### src/rtl/rv_pkg.sv
`default_nettype none
// ============================================================================
//  Module      : rv_pkg
//  Description : Shared constants for the barrel-pipeline hart scheduler.
//  Revision    : 1.0 - initial release
// ============================================================================
package rv_pkg;

    localparam int              RV_NUM_HARTS  = 8;
    localparam int              RV_HART_W     = $clog2(RV_NUM_HARTS);
    localparam int              RV_PIPE_DEPTH = 7;
    localparam logic [7:0]      RV_RESET_MASK = 8'h01;

    // Hart slot word: {valid, hart_id}, valid in the MSB.
    localparam int              RV_SLOT_W         = RV_HART_W + 1;
    localparam int              RV_SLOT_VALID_BIT = RV_HART_W;

endpackage : rv_pkg
`default_nettype wire

### src/rtl/rv_rr_pick.sv
`default_nettype none
// ============================================================================
//  Module      : rv_rr_pick
//  Description : Combinational rotate-priority picker; first request after ptr.
//  Revision    : 1.0 - initial release
// ============================================================================
module rv_rr_pick #(
    parameter int NUM_HARTS = 8,
    parameter int HART_W    = 3
) (
    input  logic [NUM_HARTS-1:0] i_req,
    input  logic [HART_W-1:0]    i_ptr,
    output logic                 o_gnt_valid,
    output logic [HART_W-1:0]    o_gnt_id
);

    logic [HART_W-1:0] w_idx;

    // Search ptr+1 .. ptr+NUM_HARTS; modulo wrap comes free from the id width.
    always_comb begin
        o_gnt_valid = 1'b0;
        o_gnt_id    = '0;
        w_idx       = '0;
        for (int k = 1; k <= NUM_HARTS; k++) begin
            w_idx = i_ptr + HART_W'(k);
            if (!o_gnt_valid && i_req[w_idx]) begin
                o_gnt_valid = 1'b1;
                o_gnt_id    = w_idx;
            end
        end
    end

endmodule : rv_rr_pick
`default_nettype wire

### src/rtl/rv_hart_sched.sv
`default_nettype none
// ============================================================================
//  Module      : rv_hart_sched
//  Description : Dynamic round-robin hart scheduler with in-flight tracking.
//  Revision    : 1.0 - initial release
// ============================================================================
module rv_hart_sched
    import rv_pkg::*;
#(
    parameter int                   NUM_HARTS  = RV_NUM_HARTS,
    parameter int                   HART_W     = $clog2(NUM_HARTS),
    parameter int                   PIPE_DEPTH = RV_PIPE_DEPTH,
    parameter logic [NUM_HARTS-1:0] RESET_MASK = NUM_HARTS'(RV_RESET_MASK)
) (
    input  logic                 clk,
    input  logic                 rst,
    input  logic                 en,
    input  logic [NUM_HARTS-1:0] hart_wake,
    input  logic [NUM_HARTS-1:0] hart_park,
    output logic [HART_W:0]      h_out,
    output logic [NUM_HARTS-1:0] run_mask,
    output logic [NUM_HARTS-1:0] busy,
    output logic                 idle
);

    localparam int LINE_LEN = PIPE_DEPTH - 1;

    // r_line[0] is the issue register itself; older slots follow.
    logic [HART_W:0]      r_line [LINE_LEN];
    logic [NUM_HARTS-1:0] r_run_mask;
    logic [HART_W-1:0]    r_rr_ptr;

    logic [NUM_HARTS-1:0] w_busy;
    logic [NUM_HARTS-1:0] w_eligible;
    logic                 w_gnt_valid;
    logic [HART_W-1:0]    w_gnt_id;

    always_comb begin
        w_busy = '0;
        for (int k = 0; k < LINE_LEN; k++) begin
            if (r_line[k][HART_W]) begin
                w_busy[r_line[k][HART_W-1:0]] = 1'b1;
            end
        end
    end

    assign w_eligible = r_run_mask & ~w_busy;

    rv_rr_pick #(
        .NUM_HARTS (NUM_HARTS),
        .HART_W    (HART_W)
    ) u_pick (
        .i_req       (w_eligible),
        .i_ptr       (r_rr_ptr),
        .o_gnt_valid (w_gnt_valid),
        .o_gnt_id    (w_gnt_id)
    );

    always_ff @(posedge clk) begin
        if (rst) begin
            r_run_mask <= RESET_MASK;
            r_rr_ptr   <= HART_W'(NUM_HARTS - 1);
            for (int k = 0; k < LINE_LEN; k++) begin
                r_line[k] <= '0;
            end
        end else begin
            // Park wins over wake on the same bit.
            r_run_mask <= (r_run_mask | hart_wake) & ~hart_park;
            for (int k = 1; k < LINE_LEN; k++) begin
                r_line[k] <= r_line[k-1];
            end
            if (en && w_gnt_valid) begin
                r_line[0] <= {1'b1, w_gnt_id};
                r_rr_ptr  <= w_gnt_id;
            end else begin
                r_line[0] <= '0;
            end
        end
    end

    assign h_out    = r_line[0];
    assign run_mask = r_run_mask;
    assign busy     = w_busy;
    assign idle     = (r_run_mask == '0) && (w_busy == '0);

endmodule : rv_hart_sched
`default_nettype wire

### config.mk
export PLATFORM = sky130hd
export DESIGN_NAME = rv_hart_sched
export DESIGN_NICKNAME = d
export VERILOG_FILES = /design/src/rtl/rv_pkg.sv /design/src/rtl/rv_rr_pick.sv /design/src/rtl/rv_hart_sched.sv
export SDC_FILE = /design/constraint.sdc
export NUM_CORES = 1
export LEC_CHECK = 0
export CAP_MARGIN = 20
export CORE_ASPECT_RATIO = 2
export CORE_MARGIN = 3
export CORE_UTILIZATION = 30
export CTS_BUF_LIST = sky130_fd_sc_hd__clkbuf_4 sky130_fd_sc_hd__clkbuf_8 sky130_fd_sc_hd__clkbuf_16
export DETAILED_ROUTE_END_ITERATION = 12
export PLACE_DENSITY = 0.49
export RECOVER_POWER = 25
export SLEW_MARGIN = 30
export SYNTH_ARGS = -nofsm -noshare
export SYNTH_HDL_FRONTEND = slang
export SYNTH_HIERARCHICAL = 1
export SYNTH_SLANG_ARGS = --single-unit
### constraint.sdc
create_clock -name clk -period 8.81 [get_ports clk]
set_input_delay 2.643 -clock clk [delete_from_list [all_inputs] [get_ports clk]]
set_output_delay 2.643 -clock clk [all_outputs]
set_load 0.005 [all_outputs]
==> summary.md <==
| Metric | Value |
|---|---|
| Synth cell count leaders | dfxtp_1 (35), nor2_1 (25), nand2_1 (21) |
| Syn Nets | 293 |
| CP startpoint | r_line[1][1] |
| Synthesized netlist cell count | 272 |
| TritonCTS clock tree | yes |
| CP Class | register to output port |
| Final setup violation count | 0 |
| Met3 wire length | 245 um |
| Max_slew headroom | 5.54% |
| Pin count of the biggest net entering global routing | 33 |
| #FFs+latches synth | 35 |
| TNS Setup | 0 ns |
| Post-synth ARST share | 0% |
| CTS Buf Count | 5 |
| Final layout net count | 330 |
| Crit-path cells | or4b_2 -> o311ai_0 -> nor4_1 -> nand4b_1 -> nor4_2 -> clkdlybuf4s50_1 |
| Reg2Reg Setup Slack | 4.25 ns |
| # DRC | 0 |
| Part of the cycle the worst path needs | 62.5% |
| Maximum clock rate | 182 MHz |
| # port buffers | 39 |
| Total track usage | 17.5% |
| CP max-delay cell | nor4_1 |
| VDD IR max | 144 uV |
| Count leader, synth | dfxtp_1 |
| Root Driver | clkbuf_16 |
| GP Congestion | 0.874 |
| Post-DP Area | 0.00280 sq mm |
| CP max FO | 8 |
| Max_cap viols | 0 |
| Total chip power | 0.872 mW |
| Required time of the worst setup path | 6.17 ns |
| First-pass GRT wire length | 11600 um |
| R2R cell count | 12 |
| RSZ-0062 raised after global routing | false |
| Vias in the first global route | 2274 |
| Hold Crit Class | register to register |
| Worst setup SP type | register |
| Clock sink total | 35 |
| Htree depth | 2 |
| Register area share after synthesis | 29.9% |
| Worst skew pair latency | 0.28 ns |
| Overflow after GRT | 0 |
| Crit path to | idle |
| Distinct cells, synth | 55 |
| Drt total wl | 7310 um |
| Synth top area cells | dfxtp_1 (30%), mux4_1 (5.6%), nor2b_1 (5.3%), nor2_1 (4.0%), nand2_1 (3.4%) |
| Post-DP HPWL | 5720 um |
| Top layer in use | met4 |
| Synthesized area per cell | 8.60 sq um |
| Routed vias/inst | 5.62 |
| FF-to-FF End | r_line[0][0] |
| Yosys top cell area share | 29.9% |
| Cell Pwr Density | 295 mW/mm^2 |
| Final ANT Viol Nets | 0 |
| Crit path capture type | output port |
| Synth Flop Type | dfxtp_1 |
| Minimum clock period | 5.51 ns |
| Longest Clk Path Bufs | 2 |
| Fraction of layout cells with a size suffix above 1 | 7.42% |
| DRT Pass-1 Iters | 4 |
| Clk slew on worst S/H paths | 0.05 ns |
| Die W | 68.4 um |
| Post-synth EDFFs | 0 |
| Synth area leader | dfxtp_1 |
| DR WL met2 | 4260 um |
| Slew at the pin closest to its max-slew limit | 1.42 ns |
| Ports | 40 |
| Via count | 2271 |
| Lkg Pwr | 1.16 nW |
| Hold-fix buffers, CTS | 0 |
| Reg2reg start | r_line[0][3] |
| Max-slew violations | 0 |
| Antenna diodes | 0 |
| Critical Path AT | 2.86 ns |
| 1st-iter DRT viols | 122 |
| Outcome | complete, no violations |
| Area delta synth->final | 26.3% |
| DIE AREA | 0.00896 sq mm |
| Height of the chip | 131 um |
| Avg WL per Cell | 18.1 um |
| Row count | 45 |
| Final worst setup slack | 3.30 ns |
| Finished Cell Area | 0.00295 sq mm |
| Skew final | 0.00256 ns |
| Core Box Area | 0.00760 sq mm |
| Setup bufs post-CTS | 0 |
| Synth warnings | 6 |
| Initial Util | 30.8% |
| Final Hold Viols | 0 |
| Place WS | 3.66 ns |
| Cell Area, Synth | 0.00234 sq mm |
| Min Hold Slack | 0.482 ns |
| Slowest cell delay on critical path | 0.67 ns |
| Metal-1 WL | 2510 um |
| Initial antenna violation count | 0 |
| Post-CTS sizing | 0 |
==> cell usage in the layout (no fill, tap or decap), types with 3 or more instances in the layout <==
master           instances
clkdlybuf4s50_1         38
dfxtp_1                 35
nor2_1                  25
nand2_1                 21
nor2b_1                 20
inv_1                   14
nand2b_1                11
nor3_1                  11
a21oi_1                  9
o32ai_1                  8
and2_1                   8
o22ai_1                  7
nand4b_1                 6
nor4_1                   6
mux2i_1                  6
nor3b_1                  5
a211o_1                  5
clkbuf_16                5
mux4_1                   5
mux2_1                   5
or2_2                    3
or3_1                    3
o211ai_1                 3
nand3_1                  3
and3_1                   3
a31oi_1                  3
==> worst min path at each step <==
stage | from | end | slack, ns | depth (start not counted)
after floorplan | r_line[3][2] | r_line[4][2] | 0.45 | 1
after global placement | r_line[4][2] | r_line[5][2] | 0.48 | 1
after detailed placement | r_line[3][2] | r_line[4][2] | 0.48 | 1
after CTS | r_line[3][2] | r_line[4][2] | 0.49 | 1
after global routing | r_line[3][2] | r_line[4][2] | 0.51 | 1
final | r_line[3][2] | r_line[4][2] | 0.48 | 1
==> sequential cells by signal, indices dropped and copies added (netlist names) <==
name      count
r_rr_ptr      3
run_mask      8
r_line       24
==> critical path, delay by kind of cell, from the launching register on <==
| kind | cells | cell delay (ns) |
|---|---|---|
| buf+inv | 1 | 0.55 |
| simple gates | 4 | 1.32 |
| flops | 1 | 0.48 |
| compound gates | 1 | 0.23 |
==> logic make-up after synthesis <==
| group | count (synthesis) | share of synthesized area, % |
|---|---|---|
| DFF | 35 | 29.9 |
| adders and majority gates | 2 | 1.07 |
| xor gates and xnor gates | 3 | 1.12 |
| buffers and inverters | 24 | 4.71 |
| and+or+nand+nor | 135 | 32.9 |
| muxes | 22 | 14.8 |
| AOI/OAI and AO/OA | 51 | 15.5 |
==> cell type report <==
type / count / area, sq um
flip-flops and latches: 35 / 701
multi-input cells: 213 / 1530
clock buffers: 8 / 160
inverters: 14 / 52.6
well taps: 94 / 118
repair buffers: 40 / 394
fillers: 816 / 4650
==> metrics by stage <==
stage	util, %	std cells
floorplan	-	272
global placement	36.8	396
detailed placement	36.8	396
CTS	38.9	404
global route	38.9	404
finish	38.9	404
==> report_power, final <==
group	internal, mW	switching [mW]	total (mW)
combinational	0.218	0.227	0.444
clock	0.123	0.0615	0.185
sequential	0.183	0.0600	0.243
==> metal layers <==
layer  vias up  GRT usage, %
li1       1084             -
met1      1120          16.2
met2        47          34.1
met3        20          3.42
met4         0          8.56
met5         -             0
Note: power is estimated with default switching activity, not from simulation.
